`config.mk`:
```
export PLATFORM = sky130hd
export DESIGN_NAME = alu_entry_sequencer
export DESIGN_NICKNAME = d
export VERILOG_FILES = /design/src/rtl/alu_ctrl_pkg.sv /design/src/rtl/btn_debounce.sv /design/src/rtl/alu_entry_sequencer.sv
export SDC_FILE = /design/constraint.sdc
export NUM_CORES = 1
export LEC_CHECK = 0
export BUFFER_PORTS_ARGS = -buffer_cell sky130_fd_sc_hd__buf_2
export CORE_ASPECT_RATIO = 1.1
export CORE_UTILIZATION = 50
export CTS_BUF_LIST = sky130_fd_sc_hd__clkbuf_4
export CTS_CLUSTER_SIZE = 8
export DETAILED_ROUTE_END_ITERATION = 7
export GPL_TIMING_DRIVEN = 0
export PLACE_DENSITY = 0.88
export SETUP_SLACK_MARGIN = 0.1
export SYNTH_ARGS = -nofsm -noshare
export SYNTH_HDL_FRONTEND = slang
export SYNTH_SLANG_ARGS = --single-unit
```
`constraint.sdc`:
```
create_clock -name clk -period 1.6 [get_ports clk]
set_input_delay 0.16 -clock clk [delete_from_list [all_inputs] [get_ports clk]]
set_output_delay 0.16 -clock clk [all_outputs]
set_load 0.02 [all_outputs]
```
`src/rtl/alu_ctrl_pkg.sv`:
```
// alu_ctrl_pkg
//   Shared definitions for the ALU front-end controller:
//   - state_t : FSM states; the encoding is also the value shown on the phase LEDs.
//   - opcode constants for the 4-bit ALU and OPCODE_MAX, the last valid opcode.
//   - opcode_invalid() : true for opcodes the ALU does not implement.
package alu_ctrl_pkg;

  typedef enum logic [2:0] {
    GET_A  = 3'd0,
    GET_B  = 3'd1,
    GET_OP = 3'd2,
    EXEC   = 3'd3,
    SHOW   = 3'd4
  } state_t;

  localparam logic [3:0] ADD  = 4'd0;
  localparam logic [3:0] SUB  = 4'd1;
  localparam logic [3:0] MUL  = 4'd2;
  localparam logic [3:0] NAND = 4'd3;
  localparam logic [3:0] AND  = 4'd4;
  localparam logic [3:0] OR   = 4'd5;
  localparam logic [3:0] XOR  = 4'd6;
  localparam logic [3:0] XNOR = 4'd7;

  localparam logic [3:0] OPCODE_MAX = XNOR;

  function automatic logic opcode_invalid(input logic [3:0] op);
    return (op > OPCODE_MAX);
  endfunction

endpackage

```
`src/rtl/btn_debounce.sv`:
```
// btn_debounce
//   Synchronises and debounces one raw push button and emits a one-cycle
//   pulse for every accepted press (0->1 change of the debounced level).
//   Ports:
//     clk        in  system clock
//     clr_common in  synchronous active-high reset
//     raw        in  asynchronous, bouncing button level
//     press      out one-cycle pulse, registered, on each accepted press
//   A level change is accepted after DEBOUNCE_CYCLES consecutive cycles in
//   which the synchronised input differs from the debounced level.
module btn_debounce #(
  parameter int DEBOUNCE_CYCLES = 16
) (
  input  logic clk,
  input  logic clr_common,
  input  logic raw,
  output logic press
);

  localparam int CW = (DEBOUNCE_CYCLES < 2) ? 1 : $clog2(DEBOUNCE_CYCLES + 1);

  logic          sync1_reg;
  logic          sync2_reg;
  logic          stable_reg;
  logic          press_reg;
  logic [CW-1:0] count_reg;

  logic differ;
  logic flip;

  assign differ = (sync2_reg != stable_reg);
  // The cycle that would bring the count to DEBOUNCE_CYCLES flips the level
  // directly, so the counter never has to hold the terminal value.
  assign flip   = differ && (count_reg == CW'(DEBOUNCE_CYCLES - 1));

  always_ff @(posedge clk) begin
    if (clr_common) begin
      sync1_reg  <= 1'b0;
      sync2_reg  <= 1'b0;
      stable_reg <= 1'b0;
      press_reg  <= 1'b0;
      count_reg  <= '0;
    end else begin
      sync1_reg <= raw;
      sync2_reg <= sync1_reg;
      if (!differ || flip) begin
        count_reg <= '0;
      end else begin
        count_reg <= count_reg + 1'b1;
      end
      if (flip) begin
        stable_reg <= ~stable_reg;
      end
      // Only the rising flip is a press; the release is silent.
      press_reg <= flip && sync2_reg;
    end
  end

  assign press = press_reg;

endmodule

```
`src/rtl/alu_entry_sequencer.sv`:
```
// alu_entry_sequencer
//   Single-button entry path for the 4-bit ALU: walks the user through
//   operand A, operand B and opcode, strobes each into the ALU registers,
//   waits out the ALU latency and latches the 8-bit result for display.
//   Ports:
//     clk          in   system clock
//     clr_common   in   synchronous active-high reset (shared with ALU regs)
//     btn_enter    in   raw enter button
//     btn_cancel   in   raw cancel button
//     data[3:0]    in   slide switches
//     alu_result   in   ALU output O[7:0]
//     ld_a/ld_b/ld_op out one-cycle load strobes
//     ld_data[3:0] out  value to load, valid while any ld_* is high
//     result[7:0]  out  latched ALU result
//     result_valid out  result belongs to the last completed entry
//     err          out  last captured opcode was out of range
//     phase[2:0]   out  current state for the LEDs
module alu_entry_sequencer
  import alu_ctrl_pkg::*;
#(
  parameter int DEBOUNCE_CYCLES = 16,
  parameter int RESULT_WAIT     = 2
) (
  input  logic       clk,
  input  logic       clr_common,
  input  logic       btn_enter,
  input  logic       btn_cancel,
  input  logic [3:0] data,
  input  logic [7:0] alu_result,
  output logic       ld_a,
  output logic       ld_b,
  output logic       ld_op,
  output logic [3:0] ld_data,
  output logic [7:0] result,
  output logic       result_valid,
  output logic       err,
  output logic [2:0] phase
);

  localparam int WW = (RESULT_WAIT < 1) ? 1 : $clog2(RESULT_WAIT + 1);

  // Index 0 = enter, index 1 = cancel.
  logic [1:0] raw_btns;
  logic [1:0] presses;
  logic       enter_press;
  logic       cancel_press;

  assign raw_btns     = {btn_cancel, btn_enter};
  assign enter_press  = presses[0];
  assign cancel_press = presses[1];

  genvar gi;
  generate
    for (gi = 0; gi < 2; gi++) begin : g_btn
      btn_debounce #(
        .DEBOUNCE_CYCLES(DEBOUNCE_CYCLES)
      ) u_debounce (
        .clk        (clk),
        .clr_common (clr_common),
        .raw        (raw_btns[gi]),
        .press      (presses[gi])
      );
    end
  endgenerate

  state_t        state_reg,   state_next;
  logic [WW-1:0] wait_reg,    wait_next;
  logic          ld_a_reg,    ld_a_next;
  logic          ld_b_reg,    ld_b_next;
  logic          ld_op_reg,   ld_op_next;
  logic [3:0]    ld_data_reg, ld_data_next;
  logic [7:0]    result_reg,  result_next;
  logic          valid_reg,   valid_next;
  logic          err_reg,     err_next;

  always_ff @(posedge clk) begin
    if (clr_common) begin
      state_reg   <= GET_A;
      wait_reg    <= '0;
      ld_a_reg    <= 1'b0;
      ld_b_reg    <= 1'b0;
      ld_op_reg   <= 1'b0;
      ld_data_reg <= 4'd0;
      result_reg  <= 8'h00;
      valid_reg   <= 1'b0;
      err_reg     <= 1'b0;
    end else begin
      state_reg   <= state_next;
      wait_reg    <= wait_next;
      ld_a_reg    <= ld_a_next;
      ld_b_reg    <= ld_b_next;
      ld_op_reg   <= ld_op_next;
      ld_data_reg <= ld_data_next;
      result_reg  <= result_next;
      valid_reg   <= valid_next;
      err_reg     <= err_next;
    end
  end

  always_comb begin
    state_next   = state_reg;
    wait_next    = wait_reg;
    ld_a_next    = 1'b0;
    ld_b_next    = 1'b0;
    ld_op_next   = 1'b0;
    ld_data_next = ld_data_reg;
    result_next  = result_reg;
    valid_next   = valid_reg;
    err_next     = err_reg;

    // Cancel overrides everything, including a same-cycle enter and a
    // capture that would otherwise happen this cycle.
    if (cancel_press) begin
      state_next = GET_A;
      valid_next = 1'b0;
    end else begin
      case (state_reg)
        GET_A: begin
          if (enter_press) begin
            ld_a_next    = 1'b1;
            ld_data_next = data;
            state_next   = GET_B;
          end
        end
        GET_B: begin
          if (enter_press) begin
            ld_b_next    = 1'b1;
            ld_data_next = data;
            state_next   = GET_OP;
          end
        end
        GET_OP: begin
          if (enter_press) begin
            ld_op_next   = 1'b1;
            ld_data_next = data;
            err_next     = opcode_invalid(data);
            wait_next    = WW'(RESULT_WAIT);
            state_next   = EXEC;
          end
        end
        EXEC: begin
          // Enter presses here are simply ignored.
          if (wait_reg == '0) begin
            result_next = alu_result;
            valid_next  = 1'b1;
            state_next  = SHOW;
          end else begin
            wait_next = wait_reg - 1'b1;
          end
        end
        SHOW: begin
          if (enter_press) begin
            valid_next = 1'b0;
            state_next = GET_A;
          end
        end
        default: begin
          state_next = GET_A;
        end
      endcase
    end
  end

  assign ld_a         = ld_a_reg;
  assign ld_b         = ld_b_reg;
  assign ld_op        = ld_op_reg;
  assign ld_data      = ld_data_reg;
  assign result       = result_reg;
  assign result_valid = valid_reg;
  assign err          = err_reg;
  assign phase        = state_reg;

endmodule

```
==> flow_summary.json, run 1 <==
{
  "grt_overflow": 0,
  "critical_path_peak_fanout": 5,
  "clk_pin_slew_ns": 0.11,
  "cts_tree": "done",
  "cts_hold_buf": 0,
  "nets": 227,
  "async_flop_share": 0,
  "grt_pass1_vias": 1094,
  "synth_edf_count": 0,
  "fmax_ghz": 0.683,
  "drv_cap": 0,
  "reg2reg_from": "g_btn[0].u_debounce.count_reg[0]",
  "status": "complete, no violations",
  "seq_area_um2": 806,
  "synth_top_area_frac": 0.492,
  "dr.pass1.iters": 4,
  "ff2ff_setup_slack_ns": 0.14,
  "ir_drop_mv": 0.743,
  "fin_crit_sh": 0.915,
  "grt_antenna_before_repair": 0,
  "drt.antenna.violating_nets": 0,
  "synth_cells": 161,
  "largest_register_ffs": 10,
  "die_w_um": 56.4,
  "drc": 0,
  "critPathArrivalTime_ns": 1.75,
  "gr-usage-met2": 0.297,
  "required_ns": 1.88,
  "cts_made_buffers": 5,
  "area.growth.synth_to_final_pct": 25.2,
  "syn_nets": 182,
  "grt_max_degree": 13,
  "worstSetupStartpointType": "flop",
  "min_period_ns": 1.46,
  "ff2ff_path_depth": 5,
  "syn_avg_cell_area_um2": 10.1,
  "syn_area_mm2": 0.00163,
  "clk_latency_ns": 0.35,
  "use_met3": 0.0559,
  "ys.warnings.count": 0,
  "fin_setup_tns_ns": 0,
  "synth.cells.most_frequent": "40 x dfxtp_1, 28 x nand2b_1, 16 x mux2i_1",
  "yosysMostFrequentCell": "dfxtp_1",
  "die_area_mm2": 0.00349,
  "cts_max_path_buffers": 2,
  "grt_use_total": 0.166,
  "finClkSkew_ns": 0.0119,
  "finalMaxSlewViolations": 0,
  "gp_congestion": 0.794,
  "min_path_cells": 2,
  "grt_pass1_wl_um": 4440,
  "final_layout_size_suffix_gt1_frac": 0.316,
  "num_vias": 1239,
  "numPortBuffers": 35,
  "ys_dominant_reg_cell": "dfxtp_1",
  "wl_per_cell_um": 11.9,
  "hold_violations": 0,
  "holdCritPathClass": "in2reg",
  "ys_types": 35,
  "yosysSeqAreaShare": 0.492,
  "n_antenna_cell": 0,
  "worst_pin_slew_ns": 0.491,
  "cellPowerDensity_mw_per_mm2": 916,
  "fin_util": 0.663,
  "core_area_mm2": 0.00307,
  "hold_end": "g_btn[1].u_debounce.sync1_reg",
  "start_util": 0.530,
  "finalPower_mw": 1.87,
  "grt_use_met1": 0.192,
  "viasPerCell": 5.16,
  "synth-seq-cells": 40,
  "dp_hpwl_um": 2020,
  "cts.htree.levels": 2,
  "timing.rr.end": "g_btn[0].u_debounce.count_reg[0]",
  "num_rows": 21,
  "synth_top_area_cell": "dfxtp_1",
  "dr.first_iter.drc_count": 49,
  "fill_cells": 265,
  "setup_viol": 0,
  "clock-sinks": 40,
  "p_leak_nw": 0.801,
  "die_y_um": 61.9,
  "grt_busiest_layer": "met2",
  "boundaryPins": 36,
  "cts-root-buf": "clkbuf_4",
  "yosys-top-cells-area": "dfxtp_1 49%, nand2b_1 11%, mux2i_1 9.8%",
  "end_kind": "flop",
  "multi_input_area_um2": 822,
  "rsz0062_at_grt": "yes",
  "hold_start": "btn_cancel",
  "slew_headroom": 0.673,
  "routed_wl_um": 2860,
  "path_class": "reg2reg"
}
-- worst max-delay path, stage by stage (launching register included) --
cell	delay, ns
dfxtp_4	0.37
ha_4	0.16
and3_4	0.18
ha_4	0.16
or3_4	0.42
nor2_2	0.11
-- per-layer routing --
layer / up-vias / wire length [um]
met5: - / 0
met4: 0 / 38
met3: 6 / 123
met2: 24 / 1430
met1: 581 / 1260
li1: 628 / -
-- layout make-up --
| cell class | count | area share |
|---|---|---|
| multi-input combinational | 108 | 0.403 |
| tap | 34 | 0.0209 |
| timing repair buffer | 38 | 0.103 |
| sequential | 40 | 0.395 |
| clock inverter | 2 | 0.0294 |
| inverter | 6 | 0.0110 |
| buffer | 7 | 0.0190 |
| clock buffer | 5 | 0.0184 |
-- cell usage in the layout (no fill, tap or decap), types with 2 or more instances in the layout --
| cell | instances |
|---|---|
| nand4b_1 | 2 |
| clkbuf_4 | 5 |
| clkbuf_1 | 4 |
| ha_4 | 2 |
| nor2_1 | 10 |
| nor2b_1 | 4 |
| buf_4 | 3 |
| nand2b_1 | 28 |
| nor3_1 | 3 |
| nor2_2 | 4 |
| nand3_1 | 2 |
| xor2_1 | 2 |
| xnor2_1 | 4 |
| ha_2 | 2 |
| dfxtp_1 | 38 |
| bufinv_16 | 2 |
| nand2_1 | 4 |
| a21oi_1 | 3 |
| buf_2 | 35 |
| and3_1 | 2 |
| or3_4 | 2 |
| mux2i_1 | 16 |
| inv_1 | 6 |
-- how the worst max path moves through the flow --
| stage | from | endpoint | slack (ns) | cells past startpoint |
|---|---|---|---|---|
| 6_report | g_btn[0].u_debounce.count_reg[0] | g_btn[0].u_debounce.count_reg[0] | 0.14 | 5 |
| 3_3_place_gp | g_btn[0].u_debounce.count_reg[0] | g_btn[0].u_debounce.count_reg[3] | 0.04 | 5 |
| 2_1_floorplan | g_btn[0].u_debounce.count_reg[0] | g_btn[0].u_debounce.count_reg[2] | 0.12 | 5 |
| 3_5_place_dp | g_btn[0].u_debounce.count_reg[0] | g_btn[0].u_debounce.count_reg[2] | 0.02 | 5 |
| 5_1_grt | g_btn[0].u_debounce.count_reg[0] | g_btn[0].u_debounce.count_reg[0] | 0.09 | 5 |
| 4_1_cts | g_btn[1].u_debounce.count_reg[0] | g_btn[1].u_debounce.count_reg[2] | 0.10 | 5 |
-- power breakdown --
group          switching, mW  internal (mW)
registers            0.00334           1.00
logic                 0.0316         0.0360
clock network          0.318          0.478
total                  0.353           1.51
-- per-stage QoR --
step / cells / cell area, um2 / hold slack [ns] / setup WS (ns)
4_1_cts: 238 / 1980 / 0.00945 / 0.100
3_5_place_dp: 230 / 1850 / 0.375 / 0.0208
3_3_place_gp: 230 / 1850 / 0.373 / 0.0421
6_report: 240 / 2040 / 0.0189 / 0.137
2_1_floorplan: 161 / 1630 / 0.288 / 0.124
5_1_grt: 240 / 2040 / 0.0270 / 0.0882
-- kinds of logic after synthesis --
logic type      after synthesis  synth area share
xor+xnor                      6            0.0323
fa+ha+maj                     5            0.0384
buf+inv                      13            0.0376
flops                        40             0.492
simple gates                 71             0.257
compound gates               10            0.0453
mux                          16            0.0983
-- what timing repair did --
| action | 4_1_cts | 5_1_grt |
|---|---|---|
| endpoints found under the setup margin | 17 | 18 |
| buffers inserted | 1 | 2 |
| pin swaps | 2 | 8 |
| resized for setup | 5 | 11 |
Note: power is estimated with default switching activity, not from simulation.
==> inputs of run 2 (changes only) <==
--- a/config.mk
+++ b/config.mk
@@ -5,6 +5,7 @@
 export SDC_FILE = /design/constraint.sdc
 export NUM_CORES = 1
 export LEC_CHECK = 0
+export ABC_AREA = 1
 export BUFFER_PORTS_ARGS = -buffer_cell sky130_fd_sc_hd__buf_2
 export CORE_ASPECT_RATIO = 1.1
 export CORE_UTILIZATION = 50
@@ -12,7 +13,8 @@
 export CTS_CLUSTER_SIZE = 8
 export DETAILED_ROUTE_END_ITERATION = 7
 export GPL_TIMING_DRIVEN = 0
-export PLACE_DENSITY = 0.88
+export PLACE_DENSITY = 0.89
+export RECOVER_POWER = 50
 export SETUP_SLACK_MARGIN = 0.1
 export SYNTH_ARGS = -nofsm -noshare
 export SYNTH_HDL_FRONTEND = slang
==> run 2 against run 1 <==
Via count up 11%. Sequential share of layout area up 2.1 points. Cell area is 5.3% lower. Global-route usage grew 2.3 points. Core utilization down 3.0 points. Maximum frequency is 1.7% higher. Synthesized cell count grew 24%. Setup slack gained 0.024 ns. Die area decreased by 2.2%. Final cell count rose by 18%. Flip-flop and latch count unchanged. Largest power group unchanged.
==> flow_summary.json, run 2 <==
{
  "num_vias": 1372,
  "synth_edf_count": 0,
  "yosys-top-cells-area": "dfxtp_1 50%, nor2_1 12%, inv_1 5.4%",
  "slew_headroom": 0.684,
  "finalPower_mw": 1.69,
  "cts_max_path_buffers": 2,
  "synth_top_area_cell": "dfxtp_1",
  "fin_setup_tns_ns": 0,
  "syn_area_mm2": 0.00159,
  "fill_cells": 284,
  "ys_types": 25,
  "routed_wl_um": 3040,
  "nets": 268,
  "critPathArrivalTime_ns": 1.69,
  "die_y_um": 61.2,
  "clk_pin_slew_ns": 0.11,
  "largest_register_ffs": 10,
  "cts_made_buffers": 5,
  "final_layout_size_suffix_gt1_frac": 0.173,
  "viasPerCell": 4.87,
  "drc": 0,
  "rsz0062_at_grt": "no",
  "yosysSeqAreaShare": 0.503,
  "start_util": 0.522,
  "critical_path_peak_fanout": 4,
  "holdCritPathClass": "in2reg",
  "core_area_mm2": 0.00305,
  "path_class": "reg2reg",
  "ir_drop_mv": 0.685,
  "grt_pass1_wl_um": 4870,
  "grt_max_degree": 13,
  "fin_crit_sh": 0.900,
  "syn_avg_cell_area_um2": 8.00,
  "synth_top_area_frac": 0.503,
  "synth.cells.most_frequent": "51 x nor2_1, 40 x dfxtp_1, 23 x inv_1",
  "dr.pass1.iters": 4,
  "cts-root-buf": "clkbuf_4",
  "synth-seq-cells": 40,
  "fmax_ghz": 0.695,
  "layout_common_cells": "51 x nor2_1, 38 x dfxtp_1, 23 x inv_1",
  "worstSetupStartpointType": "flop",
  "hold_violations": 0,
  "grt_pass1_vias": 1193,
  "finClkSkew_ns": 0.00820,
  "ys.warnings.count": 0,
  "finalMaxSlewViolations": 0,
  "grt_antenna_before_repair": 0,
  "drt.antenna.violating_nets": 0,
  "n_antenna_cell": 0,
  "dp_hpwl_um": 2140,
  "gp_congestion": 0.802,
  "clock-sinks": 40,
  "required_ns": 1.85,
  "num_rows": 21,
  "p_leak_nw": 0.761,
  "status": "complete, no violations",
  "dr.first_iter.drc_count": 36,
  "cellPowerDensity_mw_per_mm2": 877,
  "min_period_ns": 1.44,
  "setup_viol": 0,
  "async_flop_share": 0,
  "grt_overflow": 0,
  "die_area_mm2": 0.00341,
  "yosysMostFrequentCell": "nor2_1",
  "cts_tree": "done",
  "worst_pin_slew_ns": 0.474,
  "syn_nets": 220,
  "die_w_um": 55.8,
  "ys_dominant_reg_cell": "dfxtp_1",
  "final_common_cell": "nor2_1",
  "area.growth.synth_to_final_pct": 21.4,
  "wl_per_cell_um": 10.8,
  "grt_use_total": 0.190,
  "cts.htree.levels": 2,
  "synth_cells": 199,
  "drv_cap": 0,
  "fin_util": 0.634,
  "end_kind": "flop",
  "clk_latency_ns": 0.35,
  "numPortBuffers": 35,
  "boundaryPins": 36
}
run 2: path summary, 6_finish.rpt:
check                                   startpoint                                to  slack [ns]  depth (start not counted)
setup / recovery  g_btn[0].u_debounce.count_reg[0]  g_btn[0].u_debounce.count_reg[0]        0.16                          8
hold / removal                       alu_result[0]                         result[0]        0.05                          3
setup reg to reg  g_btn[0].u_debounce.count_reg[0]  g_btn[0].u_debounce.count_reg[0]        0.16                          8
hold reg to reg      g_btn[0].u_debounce.sync1_reg     g_btn[0].u_debounce.sync2_reg        0.42                          2
run 2: worst max-delay path, cell delays in order (launching register included):
cell	delay, ns
dfxtp_2	0.38
ha_4	0.15
nand2_2	0.06
nor2_2	0.13
ha_2	0.19
inv_1	0.05
o211ai_1	0.17
buf_4	0.19
nor2_1	0.03
run 2: logic make-up after synthesis:
kind of cell	share of synthesized area
compound gates	0.0975
xor+xnor	0.00550
fa+ha+maj	0.0393
buf+inv	0.0810
flops	0.503
simple gates	0.274
run 2: per-stage QoR:
stage	area, um2	cells	hold WS (ns)	worst slack (ns)
after detailed placement	1810	268	0.376	0.168
after CTS	1910	279	0.0271	0.126
final	1930	282	0.0530	0.160
after global routing	1930	282	0.0628	0.0741
after global placement	1810	268	0.362	0.214
after floorplan	1590	199	0.237	0.332
run 2: routing by layer:
metal  track usage  up-vias  share of wire
met5             0        -              0
met4         0.125        0          0.022
met3        0.0651        6          0.051
met2         0.334       30           0.47
met1         0.199      601           0.46
li1              -      735              -
run 2: area by class of cell:
type,instances,area (um2),area share
inverter,25,98.8,0.0512
multi-input combinational,130,682,0.353
tap,34,42.5,0.0220
clock inverter,3,37.5,0.0194
sequential,40,803,0.416
buffer,4,30.0,0.0155
timing repair buffer,41,200,0.104
clock buffer,5,37.5,0.0194
run 2: repair_timing:
item	in CTS	in global routing
setup endpoints to repair	1	4
pin swaps	2	2
endpoints found under the hold margin	2	0
resized for setup	1	8
buffers inserted	1	3
hold buffers	2	0
run 2: power by group:
group	internal (mW)	switching [mW]	total, mW
combinational	0.0266	0.0293	0.0559
sequential	1.00	0.00453	1.01
clock	0.319	0.313	0.632
total	1.35	0.347	1.69
